**src/rtl/keycond_pkg.sv**
```systemverilog
// keycond_pkg: shared types and default constants for the key conditioner.
//   rpt_state_e : per-channel auto-repeat state (IDLE, DELAY, REPEAT)
//   rpt_t       : auto-repeat state plus its 8-bit tick counter, kept together
//                 so the whole repeat context is one inspectable struct
//   DEF_*       : default parameter values used by key_conditioner/key_channel
package keycond_pkg;

  localparam int DEF_NCH                = 3;
  localparam int DEF_DEBOUNCE_CYCLES    = 250000;  // 5 ms at 50 MHz
  localparam int DEF_REPEAT_DELAY_TICKS = 20;
  localparam int DEF_REPEAT_RATE_TICKS  = 5;

  typedef enum logic [1:0] {
    IDLE   = 2'd0,
    DELAY  = 2'd1,
    REPEAT = 2'd2
  } rpt_state_e;

  typedef struct packed {
    rpt_state_e state;
    logic [7:0] cnt;
  } rpt_t;

endpackage

```
**src/rtl/key_channel.sv**
```systemverilog
// key_channel: one pushbutton channel.
//   Inverts the active-low key, runs it through a 2-flop synchronizer, debounces
//   it into `level`, and turns accepted presses into one-clock `evt` pulses that
//   are released only on frame ticks. With KEYCOND_AUTOREPEAT_EN defined a small
//   IDLE/DELAY/REPEAT machine adds auto-repeat events while the key is held.
// Ports:
//   clk, rst_n  : clock, asynchronous active-low reset
//   key_n       : raw asynchronous key, active low
//   tick        : one-clock frame strobe
//   repeat_en   : auto-repeat enable, sampled on ticks (ignored without the macro)
//   level       : debounced key state, active high
//   evt         : one-clock action pulse, the clock after a tick
module key_channel
  import keycond_pkg::*;
#(
  parameter int DEBOUNCE_CYCLES    = DEF_DEBOUNCE_CYCLES,
  parameter int REPEAT_DELAY_TICKS = DEF_REPEAT_DELAY_TICKS,
  parameter int REPEAT_RATE_TICKS  = DEF_REPEAT_RATE_TICKS
) (
  input  logic clk,
  input  logic rst_n,
  input  logic key_n,
  input  logic tick,
  input  logic repeat_en,
  output logic level,
  output logic evt
);

  localparam int DBW = $clog2(DEBOUNCE_CYCLES + 1);

  logic           sync1_q, sync1_d;
  logic           sync2_q, sync2_d;
  logic           level_q, level_d;
  logic [DBW-1:0] db_cnt_q, db_cnt_d;
  logic           pending_q, pending_d;
  logic           evt_q, evt_d;

  logic rise;
  logic tick_ok;
  logic press_fire;
  logic repeat_fire;

  // Synchronizer and debounce: the counter only runs while the synchronized
  // key disagrees with the accepted level, and any agreement restarts it.
  always_comb begin
    sync1_d  = ~key_n;
    sync2_d  = sync1_q;
    level_d  = level_q;
    db_cnt_d = '0;
    if (sync2_q != level_q) begin
      if (db_cnt_q == DBW'(DEBOUNCE_CYCLES - 1)) begin
        level_d = sync2_q;
      end else begin
        db_cnt_d = db_cnt_q + 1'b1;
      end
    end
  end

  assign rise = level_d & ~level_q;

  // A tick that lands right after an event is ignored so evt can never be
  // high on two consecutive clocks, even with a malformed tick stream.
  assign tick_ok    = tick & ~evt_q;
  assign press_fire = tick_ok & (pending_q | rise);

  always_comb begin
    pending_d = pending_q;
    if (press_fire) begin
      pending_d = 1'b0;
    end else if (rise) begin
      pending_d = 1'b1;
    end
    // Press and repeat on the same tick merge into one pulse.
    evt_d = press_fire | repeat_fire;
  end

  always_ff @(posedge clk or negedge rst_n) begin
    if (!rst_n) begin
      sync1_q   <= 1'b0;
      sync2_q   <= 1'b0;
      level_q   <= 1'b0;
      db_cnt_q  <= '0;
      pending_q <= 1'b0;
      evt_q     <= 1'b0;
    end else begin
      sync1_q   <= sync1_d;
      sync2_q   <= sync2_d;
      level_q   <= level_d;
      db_cnt_q  <= db_cnt_d;
      pending_q <= pending_d;
      evt_q     <= evt_d;
    end
  end

`ifdef KEYCOND_AUTOREPEAT_EN
  rpt_t       rpt_q, rpt_d;
  logic       fall;
  logic       abort;
  logic [7:0] cnt_inc;

  assign fall    = level_q & ~level_d;
  assign abort   = fall | (tick & ~repeat_en);
  assign cnt_inc = rpt_q.cnt + 8'd1;

  // State register
  always_ff @(posedge clk or negedge rst_n) begin
    if (!rst_n) begin
      rpt_q <= '{state: IDLE, cnt: 8'd0};
    end else begin
      rpt_q <= rpt_d;
    end
  end

  // Next state. Entering DELAY also needs the key still down, otherwise a
  // press that was released before its tick would repeat forever.
  always_comb begin
    rpt_d = rpt_q;
    if (abort) begin
      rpt_d = '{state: IDLE, cnt: 8'd0};
    end else begin
      case (rpt_q.state)
        IDLE: begin
          if (press_fire && repeat_en && level_d) begin
            rpt_d = '{state: DELAY, cnt: 8'd0};
          end
        end
        DELAY: begin
          if (tick_ok) begin
            if (cnt_inc == 8'(REPEAT_DELAY_TICKS)) begin
              rpt_d = '{state: REPEAT, cnt: 8'd0};
            end else begin
              rpt_d.cnt = cnt_inc;
            end
          end
        end
        REPEAT: begin
          if (tick_ok) begin
            if (cnt_inc == 8'(REPEAT_RATE_TICKS)) begin
              rpt_d.cnt = 8'd0;
            end else begin
              rpt_d.cnt = cnt_inc;
            end
          end
        end
        default: rpt_d = '{state: IDLE, cnt: 8'd0};
      endcase
    end
  end

  // Output: a repeat event on the tick where the counter reaches its target.
  always_comb begin
    repeat_fire = 1'b0;
    if (!abort && tick_ok) begin
      case (rpt_q.state)
        DELAY:   repeat_fire = (cnt_inc == 8'(REPEAT_DELAY_TICKS));
        REPEAT:  repeat_fire = (cnt_inc == 8'(REPEAT_RATE_TICKS));
        default: repeat_fire = 1'b0;
      endcase
    end
  end
`else
  assign repeat_fire = 1'b0;
  wire unused_cfg = ^{repeat_en, 8'(REPEAT_DELAY_TICKS), 8'(REPEAT_RATE_TICKS)};
`endif

  assign level = level_q;
  assign evt   = evt_q;

endmodule

```
**src/rtl/key_conditioner.sv**
```systemverilog
// key_conditioner: NCH independent debounced pushbutton channels with
// frame-aligned action events and optional auto-repeat.
// Optional feature macro: KEYCOND_AUTOREPEAT_EN (auto-repeat FSM per channel).
// Ports:
//   CLOCK_50   : sole clock
//   resetn     : asynchronous active-low reset
//   key_n      : raw pushbuttons, active low, asynchronous
//   tick_input : one-clock frame strobe in the CLOCK_50 domain
//   repeat_en  : per-channel auto-repeat enable, sampled on tick_input
//   level      : debounced key state, active high
//   evt        : per-channel one-clock action pulse, issued the clock after a
//                tick; there is no backpressure, a consumer must take it then
module key_conditioner
  import keycond_pkg::*;
#(
  parameter int NCH                = DEF_NCH,
  parameter int DEBOUNCE_CYCLES    = DEF_DEBOUNCE_CYCLES,
  parameter int REPEAT_DELAY_TICKS = DEF_REPEAT_DELAY_TICKS,
  parameter int REPEAT_RATE_TICKS  = DEF_REPEAT_RATE_TICKS
) (
  input  logic           CLOCK_50,
  input  logic           resetn,
  input  logic [NCH-1:0] key_n,
  input  logic           tick_input,
  input  logic [NCH-1:0] repeat_en,
  output logic [NCH-1:0] level,
  output logic [NCH-1:0] evt
);

  for (genvar i = 0; i < NCH; i++) begin : g_ch
    key_channel #(
      .DEBOUNCE_CYCLES   (DEBOUNCE_CYCLES),
      .REPEAT_DELAY_TICKS(REPEAT_DELAY_TICKS),
      .REPEAT_RATE_TICKS (REPEAT_RATE_TICKS)
    ) u_ch (
      .clk      (CLOCK_50),
      .rst_n    (resetn),
      .key_n    (key_n[i]),
      .tick     (tick_input),
      .repeat_en(repeat_en[i]),
      .level    (level[i]),
      .evt      (evt[i])
    );
  end

endmodule
```
**config.mk**
```make
export PLATFORM = sky130hd
export DESIGN_NAME = key_conditioner
export DESIGN_NICKNAME = d
export VERILOG_FILES = /design/src/rtl/keycond_pkg.sv /design/src/rtl/key_channel.sv /design/src/rtl/key_conditioner.sv
export SDC_FILE = /design/constraint.sdc
export NUM_CORES = 1
export LEC_CHECK = 0
export CAP_MARGIN = 20
export CORE_ASPECT_RATIO = 0.9
export CORE_MARGIN = 4
export CORE_UTILIZATION = 35
export DETAILED_ROUTE_END_ITERATION = 10
export GPL_TIMING_DRIVEN = 1
export PLACE_DENSITY = 0.54
export SKIP_LAST_GASP = 1
export SYNTH_ARGS = -nofsm -noshare
export SYNTH_HDL_FRONTEND = slang
export SYNTH_HIERARCHICAL = 1
export SYNTH_SLANG_ARGS = --single-unit
export TNS_END_PERCENT = 30
```
**constraint.sdc**
```tcl
create_clock -name CLOCK_50 -period 1.8 [get_ports CLOCK_50]
set_input_delay 0.18 -clock CLOCK_50 [delete_from_list [all_inputs] [get_ports CLOCK_50]]
set_output_delay 0.18 -clock CLOCK_50 [all_outputs]
set_load 0.05 [all_outputs]
```
=== Word-level counts from Yosys, hierarchy flattened ===
Index checks and enable logic that the tools add are counted.
W data, S select, Z words.

* Muxes and demuxes: 18
* Bitwise logic cells: 21
* $mul: 0
* Divide/modulo/power cells: 0
* Equal/unequal tests: 6
* Shift operators: 0
* Reductions and logical operators: 3
* $add $sub $neg: 3
* Order comparisons: 0

{| class="wikitable"
|+ Operators by type and width
! cell !! number
|-
| $mux W18 || 6
|-
| $add A18 B1 Y18 const B || 3
|-
| $eq A18 B18 Y1 const B || 3
|-
| $mux W1 || 12
|-
| $and A1 B1 Y1 || 9
|-
| $not A1 Y1 || 9
|-
| $reduce_bool A2 Y1 || 3
|-
| $ne A1 B1 Y1 || 3
|-
| $or A1 B1 Y1 || 3
|}

* ROM bits: 0
* Register bits: 69
* Latch bits: 0
* Bits in writable memories: 0
* Word-level logic and storage cells: 69
* Memories kept: 0

=== Longest topological paths before layout ===
Gate-level depths: netlist of run 1.

* Depth in word-level cells: 7
* Mapped depth: 7

=== Hierarchy ===
Netlist of run 1, hierarchy kept.

{| class="wikitable"
|+ Modules (own cells, without submodules)
! module !! sequential area each (um2) !! instances !! area each (um2) !! cells each
|-
| key_channel || 575.6 || 3 || 1103.6 || 107
|}

=== Worst setup path before layout of run 1 ===
OpenSTA, ideal clock, no wires.

* Kind: register -> register
* Start point: register g_ch[0].u_ch.db_cnt_q[5]
* End point: register g_ch[0].u_ch.db_cnt_q[8]
* Cell stages (with the launch flop): 7
* Path buffers: 2
* Data required time: 1681 ps
* Arrival: 1670 ps
* Setup time: 119 ps
* Slack: 11 ps
* Cells stage by stage: dfrtp_1 > or4b_1 > nor4_2 > a21o_1 > buf_6 > buf_4 > nor2_1

* Cells in the longest elaborated chain, start to end: 3
* Elaborated cells on any way between the ends: 4
* Classes of those cells: 1 x add/sub; 1 x eq/ne; 2 x mux

{| class="wikitable"
|+ Ends and longest elaborated chain
! element !! RTL line !! RTL
|-
| start: declaration || key_channel.sv:34 || <nowiki>logic [DBW-1:0] db_cnt_q, db_cnt_d;</nowiki>
|-
| start signal: assignment || key_channel.sv:89 || <nowiki>db_cnt_q <= db_cnt_d;</nowiki>
|-
| $add A18 B1 Y18 or $eq A18 B18 Y1 (tied branches) || key_channel.sv:54, key_channel.sv:51 ||
|-
| $mux W18 (*) || key_channel.sv:51 || <nowiki>if (db_cnt_q == DBW'(DEBOUNCE_CYCLES - 1)) begin</nowiki>
|-
| $mux W18 (*) || key_channel.sv:50 || <nowiki>if (sync2_q != level_q) begin</nowiki>
|-
| named net g_ch[0].u_ch.db_cnt_d[8] || key_channel.sv:34 ||
|}

The timed path passes the listed nets; every way through them passes the cells marked *.
A chain may end at the register's enable or synchronous reset.

=== Worst setup path after layout of run 1 ===
* Start point: register g_ch[1].u_ch.db_cnt_q[0]
* End point: register g_ch[1].u_ch.db_cnt_q[15]

* Cells in the longest elaborated chain, start to end: 3
* Elaborated cells on any way between the ends: 4
* Classes of those cells: 1 x add/sub; 1 x eq/ne; 2 x mux

{| class="wikitable"
|+ Ends and longest elaborated chain
! element !! RTL line
|-
| start: declaration || key_channel.sv:34
|-
| start signal: assignment || key_channel.sv:89
|-
| $add A18 B1 Y18 or $eq A18 B18 Y1 (tied branches) || key_channel.sv:54, key_channel.sv:51
|-
| $mux W18 (*) || key_channel.sv:51
|-
| $mux W18 (*) || key_channel.sv:50
|-
| named net g_ch[1].u_ch.db_cnt_d[15] || key_channel.sv:34
|}

Marked as above.

==> run metrics, run 1 <==
status finished, final reports clean; First-pass DRT Iterations 4; GRT overflow 0; Setup Crit Path Kind flip-flop to flip-flop; worst-case reg-to-reg path depth 5; CP max FO 4; Slowest Stage Delay on Critical Path 560 ps; Critical Path Source Type flip-flop; largest family of logic cells by synthesized area simple AND/OR/NAND/NOR gates; fraction of layout cells with a size suffix above 1 23.4%; largest net degree at the start of global routing 70; syn avg cell area 10.3 sq um; Remaining DRCs 0; post-synth top area cell dfrtp_1; #FFs+latches synth 69; antenna violations before repair 0; core area 0.00917 sq mm; combinational share of power 5.2%; data arrival time of the critical path 2050 ps; PwrDens 704 mW/mm^2; most common cell in the netlist dfrtp_1; Fin. Hold Viols 0; Peak supply drop 496 uV; ys async rst share 100%; Die Wd 111 um; CTS max path bufs 2; Synth area leaders dfrtp_1 (52%), xnor2_1 (10%), nor2_1 (6.8%); critical path, cell by cell buf_4, nand2_1, or4_4, or4_4, a21oi_2; Post-Synth Adder-Cell Area 1.13%; Sw Pwr 0.000675 W; Slew Viols, Final 0; P_leak 1.70 nW; Synth Instances 321; sequential share of power 54.3%; unrepaired setup endpoints after global routing true; highest clock rate 564 MHz; CTS clk-pin slew, worst paths 80 ps; area fraction in compound gates after synthesis 4.20%; worst endpoint required time 2080 ps; max cap viols 0; Power, Total 0.00294 W; gpl congestion 0.746; slowest CP cell or4_4; most instantiated cells after synthesis dfrtp_1 (69), nor2_1 (60), xnor2_1 (39), inv_1 (18); final setup vio count 0; Vias/cell 4.96; post-synth net total 333; skew final 8.79 ps; vias in the first global route 2505; post-synthesis mux area share 1.02%; ys flop type dfrtp_1; post-DP HPWL 4.51 mm; number of flops mapped to enable cells by yosys 0; IO Pins 15; post-synth cell types 26; Sw Ratio 22.9%; Tmin final 1770 ps; CTS sink cnt 69; Die Y 100 um; routed len/inst 13.5 um; final WL 6.84 mm; CTS Buf Count 9; hold depth 2; Die ar. 0.0111 sq mm; H-tree levels 3; initial core utilization 36.1%; Total GRT Usage 13.2%; Slew @ Worst Pin 507 ps; Rows 33; Area Overhead vs Synth 26.2%; Internal 0.00227 W; Post-DP Area 0.00383 sq mm; Skew-Pair Late Insertion Delay 350 ps; yosys warns 6; hold crit path type input port to flip-flop; Final Instance Area 0.00418 sq mm; DRT iter0 DRCs 72; Max-slew headroom 66.1%; Synth Area in Simple Gates 25.9%; xor/xnor cell area share of the yosys netlist 11.9%; IO Port Bufs 11; CTS tree built; clock network power share 40.5%; DR vias 2509; post-synth top area share 52.2%; post-synthesis sequential area ratio 52.2%; Tcrit/Tclk final 98.5%; Clock Tree Root clkbuf_8; Net count, final 392; CP Capture Type flip-flop; most frequent CP cell or4_4; # diodes 0; first-pass GRT wire length 11.8 mm; Cell Area, Synth 0.00331 sq mm; Post-DRT Antenna Nets 0
[critical path, delay by kind of cell, from the launching register on]
kind / cells / cell delay (ps)
AO/OA/AOI/OAI: 1 / 140
buffers and inverters: 1 / 130
flip-flops: 1 / 370
AND/OR/NAND/NOR: 3 / 1060
[state kept, by name (all words and copies together) (netlist names)]
register and cells:
g_ch.u_ch/db_cnt_q 54, g_ch.u_ch/pending_q 3, g_ch.u_ch/level 3, g_ch.u_ch/sync2_q 3, g_ch.u_ch/sync1_q 3, g_ch.u_ch/evt 3
[routing by layer]
layer	track usage [%]	share of wire [%]	wire length, um	up-vias
met5	0	0	0	-
met4	5.02	1.5	102	0
met3	4.94	4.5	309	10
met2	19.4	44	3000	45
met1	17.7	50	3430	1216
li1	-	-	-	1238
[kinds of logic (layout without fill, tap and decap cells)]
logic type,count (synthesis),count (layout)
XOR/XNOR,45,45
adder cells (fa/ha/maj),3,3
buffers and inverters,24,87
AND/OR/NAND/NOR,156,156
multiplexers,3,3
AO/OA/AOI/OAI,21,21
flip-flops,69,69
[area by class of cell]
class | instances | area (sq um)
Inverter | 18 | 67.6
Tap cell | 122 | 153
Multi-Input combinational cell | 228 | 1530
Timing Repair Buffer | 54 | 518
Clock buffer | 10 | 128
Fill cell | 893 | 4990
Clock inverter | 5 | 52.6
Sequential cell | 69 | 1730
[path summary, 6_finish.rpt]
| kind | from | slack [ps] | to |
|---|---|---|---|
| max in group asynchronous | resetn | 1120 | g_ch[2].u_ch/db_cnt_q[16] |
| min in group asynchronous | resetn | 370 | g_ch[0].u_ch/level |
| min reg2reg | g_ch[1].u_ch/sync1_q | 350 | g_ch[1].u_ch/sync2_q |
| max | g_ch[1].u_ch/db_cnt_q[0] | 30 | g_ch[1].u_ch/db_cnt_q[15] |
| max reg2reg | g_ch[1].u_ch/db_cnt_q[0] | 30 | g_ch[1].u_ch/db_cnt_q[15] |
| min | key_n[0] | 310 | g_ch[0].u_ch/sync1_q |
[repair_timing]
action                                  4_1_cts  5_1_grt
endpoints found under the setup margin       38       65
hold endpoints to repair                     69        0
pin swaps                                     1       10
resized for setup                             0       16
buffers inserted                              0        4
gates cloned                                  0        2
hold buffers                                  1        0
[power groups by stage]
stage	Sequential [W]	Clock (W)	Combinational (W)
floorplan	0.00162	0	0.0000597
detailed placement	0.00163	0	0.000138
global placement	0.00163	0	0.000135
global route	0.00160	0.00132	0.000174
CTS	0.00160	0.00125	0.000140
finish	0.00160	0.00119	0.000153
[through the flow]
stage / instances / worst slack, ps / util [%] / TNS (ps) / hold slack, ps
after floorplan: 321 / 11.2 / - / 0 / -116
after global placement: 484 / -28.0 / 41.8 / -419 / 233
after detailed placement: 484 / -32.6 / 41.8 / -414 / 234
after CTS: 500 / -20.6 / 43.9 / -201 / 282
after global routing: 506 / -45.6 / 45.6 / -569 / 286
final: 506 / 27.8 / 45.6 / 0 / 305
[cell usage in the layout, fill, tap and decap left out, drive strengths merged, types with 3 or more instances in the layout]
cell type / n
nand4: 15
a41oi: 3
nor4: 18
mux2: 3
xnor2: 39
ha: 3
or4: 9
clkdlybuf4s50: 9
nand2: 18
or4b: 3
nor3: 9
nand3: 18
inv: 18
buf: 41
xor2: 6
o31ai: 6
a21o: 3
clkinv: 3
nor3b: 3
clkbuf: 12
or3: 3
a21oi: 9
dfrtp: 69
nor2: 60
Note: power is estimated with default switching activity, not from simulation.
==> run 2: changes to the inputs <==
--- a/config.mk
+++ b/config.mk
@@ -10,7 +10,6 @@
 export CORE_MARGIN = 4
 export CORE_UTILIZATION = 35
 export DETAILED_ROUTE_END_ITERATION = 10
-export GPL_TIMING_DRIVEN = 1
 export PLACE_DENSITY = 0.54
 export SKIP_LAST_GASP = 1
 export SYNTH_ARGS = -nofsm -noshare
==> results of run 2 <==
The final DEF is identical to that of run 1; final timing and power are the same.
==> run 3: changes to the inputs <==
--- a/config.mk
+++ b/config.mk
@@ -10,7 +10,8 @@
 export CORE_MARGIN = 4
 export CORE_UTILIZATION = 35
 export DETAILED_ROUTE_END_ITERATION = 10
-export PLACE_DENSITY = 0.54
+export PLACE_DENSITY = 0.52
+export SETUP_SLACK_MARGIN = 0.2
 export SKIP_LAST_GASP = 1
 export SYNTH_ARGS = -nofsm -noshare
 export SYNTH_HDL_FRONTEND = slang
==> constraint.sdc (replaced) <==
create_clock -name CLOCK_50 -period 2.3 [get_ports CLOCK_50]
set_input_delay 0.23 -clock CLOCK_50 [delete_from_list [all_inputs] [get_ports CLOCK_50]]
set_output_delay 0.23 -clock CLOCK_50 [all_outputs]
set_load 0.05 [all_outputs]
==> run metrics, run 3 (synthesis gave the netlist of run 1 again) <==
Skew-Pair Late Insertion Delay 340 ps (about the same); CP delay by family, top simple AND/OR/NAND/NOR gates; max reg flops 54 (unchanged); max cap viols 0 (unchanged); Area Overhead vs Synth 13.6%; PwrDens 620 mW/mm^2 (-12%); CP Capture Type flip-flop; Slew @ Worst Pin 495 ps (-12.1 ps); Setup Crit Path Kind flip-flop to flip-flop; Slew Viols, Final 0 (unchanged); DR vias 2329 (-7.2%); Die Wd 111 um (unchanged); CTS tree built; routed len/inst 13.2 um (-2.3%); Slowest Stage Delay on Critical Path 540 ps (-20 ps); Remaining DRCs 0 (unchanged); Fin. Hold Viols 0 (unchanged); Post-DRT Antenna Nets 0 (unchanged); final WL 6.21 mm (-9.3%); commonest non-fill, non-tap cell in the layout dfrtp_1; data arrival time of the critical path 2120 ps (+70 ps); antenna violations before repair 0 (unchanged); IO Pins 15 (unchanged); CP Buf/Inv Count 1 (unchanged); gpl congestion 0.810 (+8.6%); Die Y 100 um (unchanged); CTS Buf Count 9 (unchanged); Die ar. 0.0111 sq mm (unchanged); CTS sink cnt 69 (unchanged); Biggest register g_ch.u_ch/db_cnt_q; Max-slew headroom 66.9% (+0.81 points); core area 0.00917 sq mm (unchanged); final setup vio count 0 (unchanged); Net count, final 355 (-9.4%); DRT iter0 DRCs 71 (-1.4%); fraction of layout cells with a size suffix above 1 11.5% (-12 points); Rows 33 (unchanged); # diodes 0 (unchanged); First-pass DRT Iterations 4 (unchanged); GRT overflow 0 (unchanged); post-DP HPWL 4.31 mm (-4.4%); worst endpoint required time 2520 ps (+440 ps); Vias/cell 4.96 (about the same); Tcrit/Tclk final 82.9% (-16 points); non-filler cells, final 470 (-7.1%); P_leak 1.48 nW (-13%); Peak supply drop 320 uV (-35%); Total GRT Usage 12.3% (-0.87 points); hold crit path type flip-flop to flip-flop; Clock Tree Root clkbuf_8; CTS clk-pin slew, worst paths 70 ps (about the same); vias in the first global route 2354 (-6.0%); IO Port Bufs 11 (unchanged); slowest CP cell or4b_1; H-tree levels 3 (unchanged); critical path, cell by cell or4b_1, nor4_2, a21o_1, buf_4, nor2_1; CP max FO 18 (+14); unrepaired setup endpoints after global routing false; highest clock rate 525 MHz (-7.0%); first-pass GRT wire length 11.1 mm (-5.8%); placed cells 453 (-6.4%); setup TNS 0 ps (unchanged); Tmin final 1910 ps (+134 ps); status finished, final reports clean; largest net degree at the start of global routing 26 (-63%); post-CTS resize count 0 (unchanged); Critical Path Source Type flip-flop; fill cell count 911 (+2.0%); commonest cells after routing, fill and taps aside dfrtp_1 (69), nor2_1 (60), xnor2_1 (39); fin util 41.0% (-4.6 points); initial core utilization 36.1% (unchanged); CTS max path bufs 2 (unchanged); skew final 8.03 ps (-0.760 ps)
[run 3: changes by cell type in the layout (fill, tap and decap cells not counted), sizes merged]
cell,before,now
clkdlybuf4s50,9,10
buf,41,6
clkinvlp,1,0
clkinv,3,5
dlymetal6s2s,1,0
clkbuf,12,10
[run 3: routing by layer]
metal | share of wire (%) | up-vias | track usage, % | wire length, um
met1 | 49 | 1139 | 16.0 | 3070
met3 | 2.9 | 8 | 3.68 | 182
met5 | 0 | - | 0 | 0
li1 | - | 1160 | - | -
met4 | 1.5 | 0 | 4.55 | 93
met2 | 46 | 22 | 19.6 | 2860
[run 3: final timing paths]
kind | start | endpoint | slack [ps] | cells past startpoint
min reg2reg | g_ch[1].u_ch/sync1_q | g_ch[1].u_ch/sync2_q | 340 | 0
max reg2reg | g_ch[1].u_ch/db_cnt_q[5] | g_ch[1].u_ch/db_cnt_q[6] | 390 | 5
min | g_ch[1].u_ch/sync1_q | g_ch[1].u_ch/sync2_q | 340 | 0
max | g_ch[1].u_ch/db_cnt_q[5] | g_ch[1].u_ch/db_cnt_q[6] | 390 | 5
max in group asynchronous | resetn | g_ch[0].u_ch/db_cnt_q[14] | 1210 | 3
min in group asynchronous | resetn | g_ch[1].u_ch/pending_q | 390 | 2
[run 3: layout make-up]
cell class | count | area [sq um] | area share [%]
Multi-Input combinational cell | 228 | 1460 | 38.8
Sequential cell | 69 | 1730 | 45.9
Inverter | 18 | 67.6 | 1.80
Tap cell | 122 | 153 | 4.06
Timing Repair Buffer | 17 | 153 | 4.06
Clock inverter | 6 | 62.6 | 1.66
Clock buffer | 10 | 138 | 3.66
[run 3: timing repair]
item / CTS / global route
buffers inserted: 0 / 0
hold buffers: 1 / 0
endpoints found under the hold margin: 20 / 0
[run 3: worst register-to-register path, stage by stage, from the launching register on]
cell	delay [ps]
dfrtp_1	440
or4b_1	540
nor4_2	350
a21o_1	160
buf_4	220
nor2_1	80
[run 3: per-stage QoR]
| step | setup WS (ps) | hold slack (ps) | cell area [sq um] | power [W] |
|---|---|---|---|---|
| after floorplan | 511 | -65.6 | 3310 | 0.00132 |
| after global placement | 389 | 223 | 3550 | 0.00136 |
| after detailed placement | 367 | 240 | 3550 | 0.00136 |
| after CTS | 356 | 342 | 3760 | 0.00238 |
| after global routing | 273 | 344 | 3760 | 0.00246 |
| final | 394 | 345 | 3760 | 0.00233 |
[run 3: power breakdown]
group / switching (W) / internal, W / total, W
combinational: 0.0000544 / 0.0000300 / 0.0000844
sequential: 0.0000218 / 0.00123 / 0.00125
clock: 0.000467 / 0.000528 / 0.000996
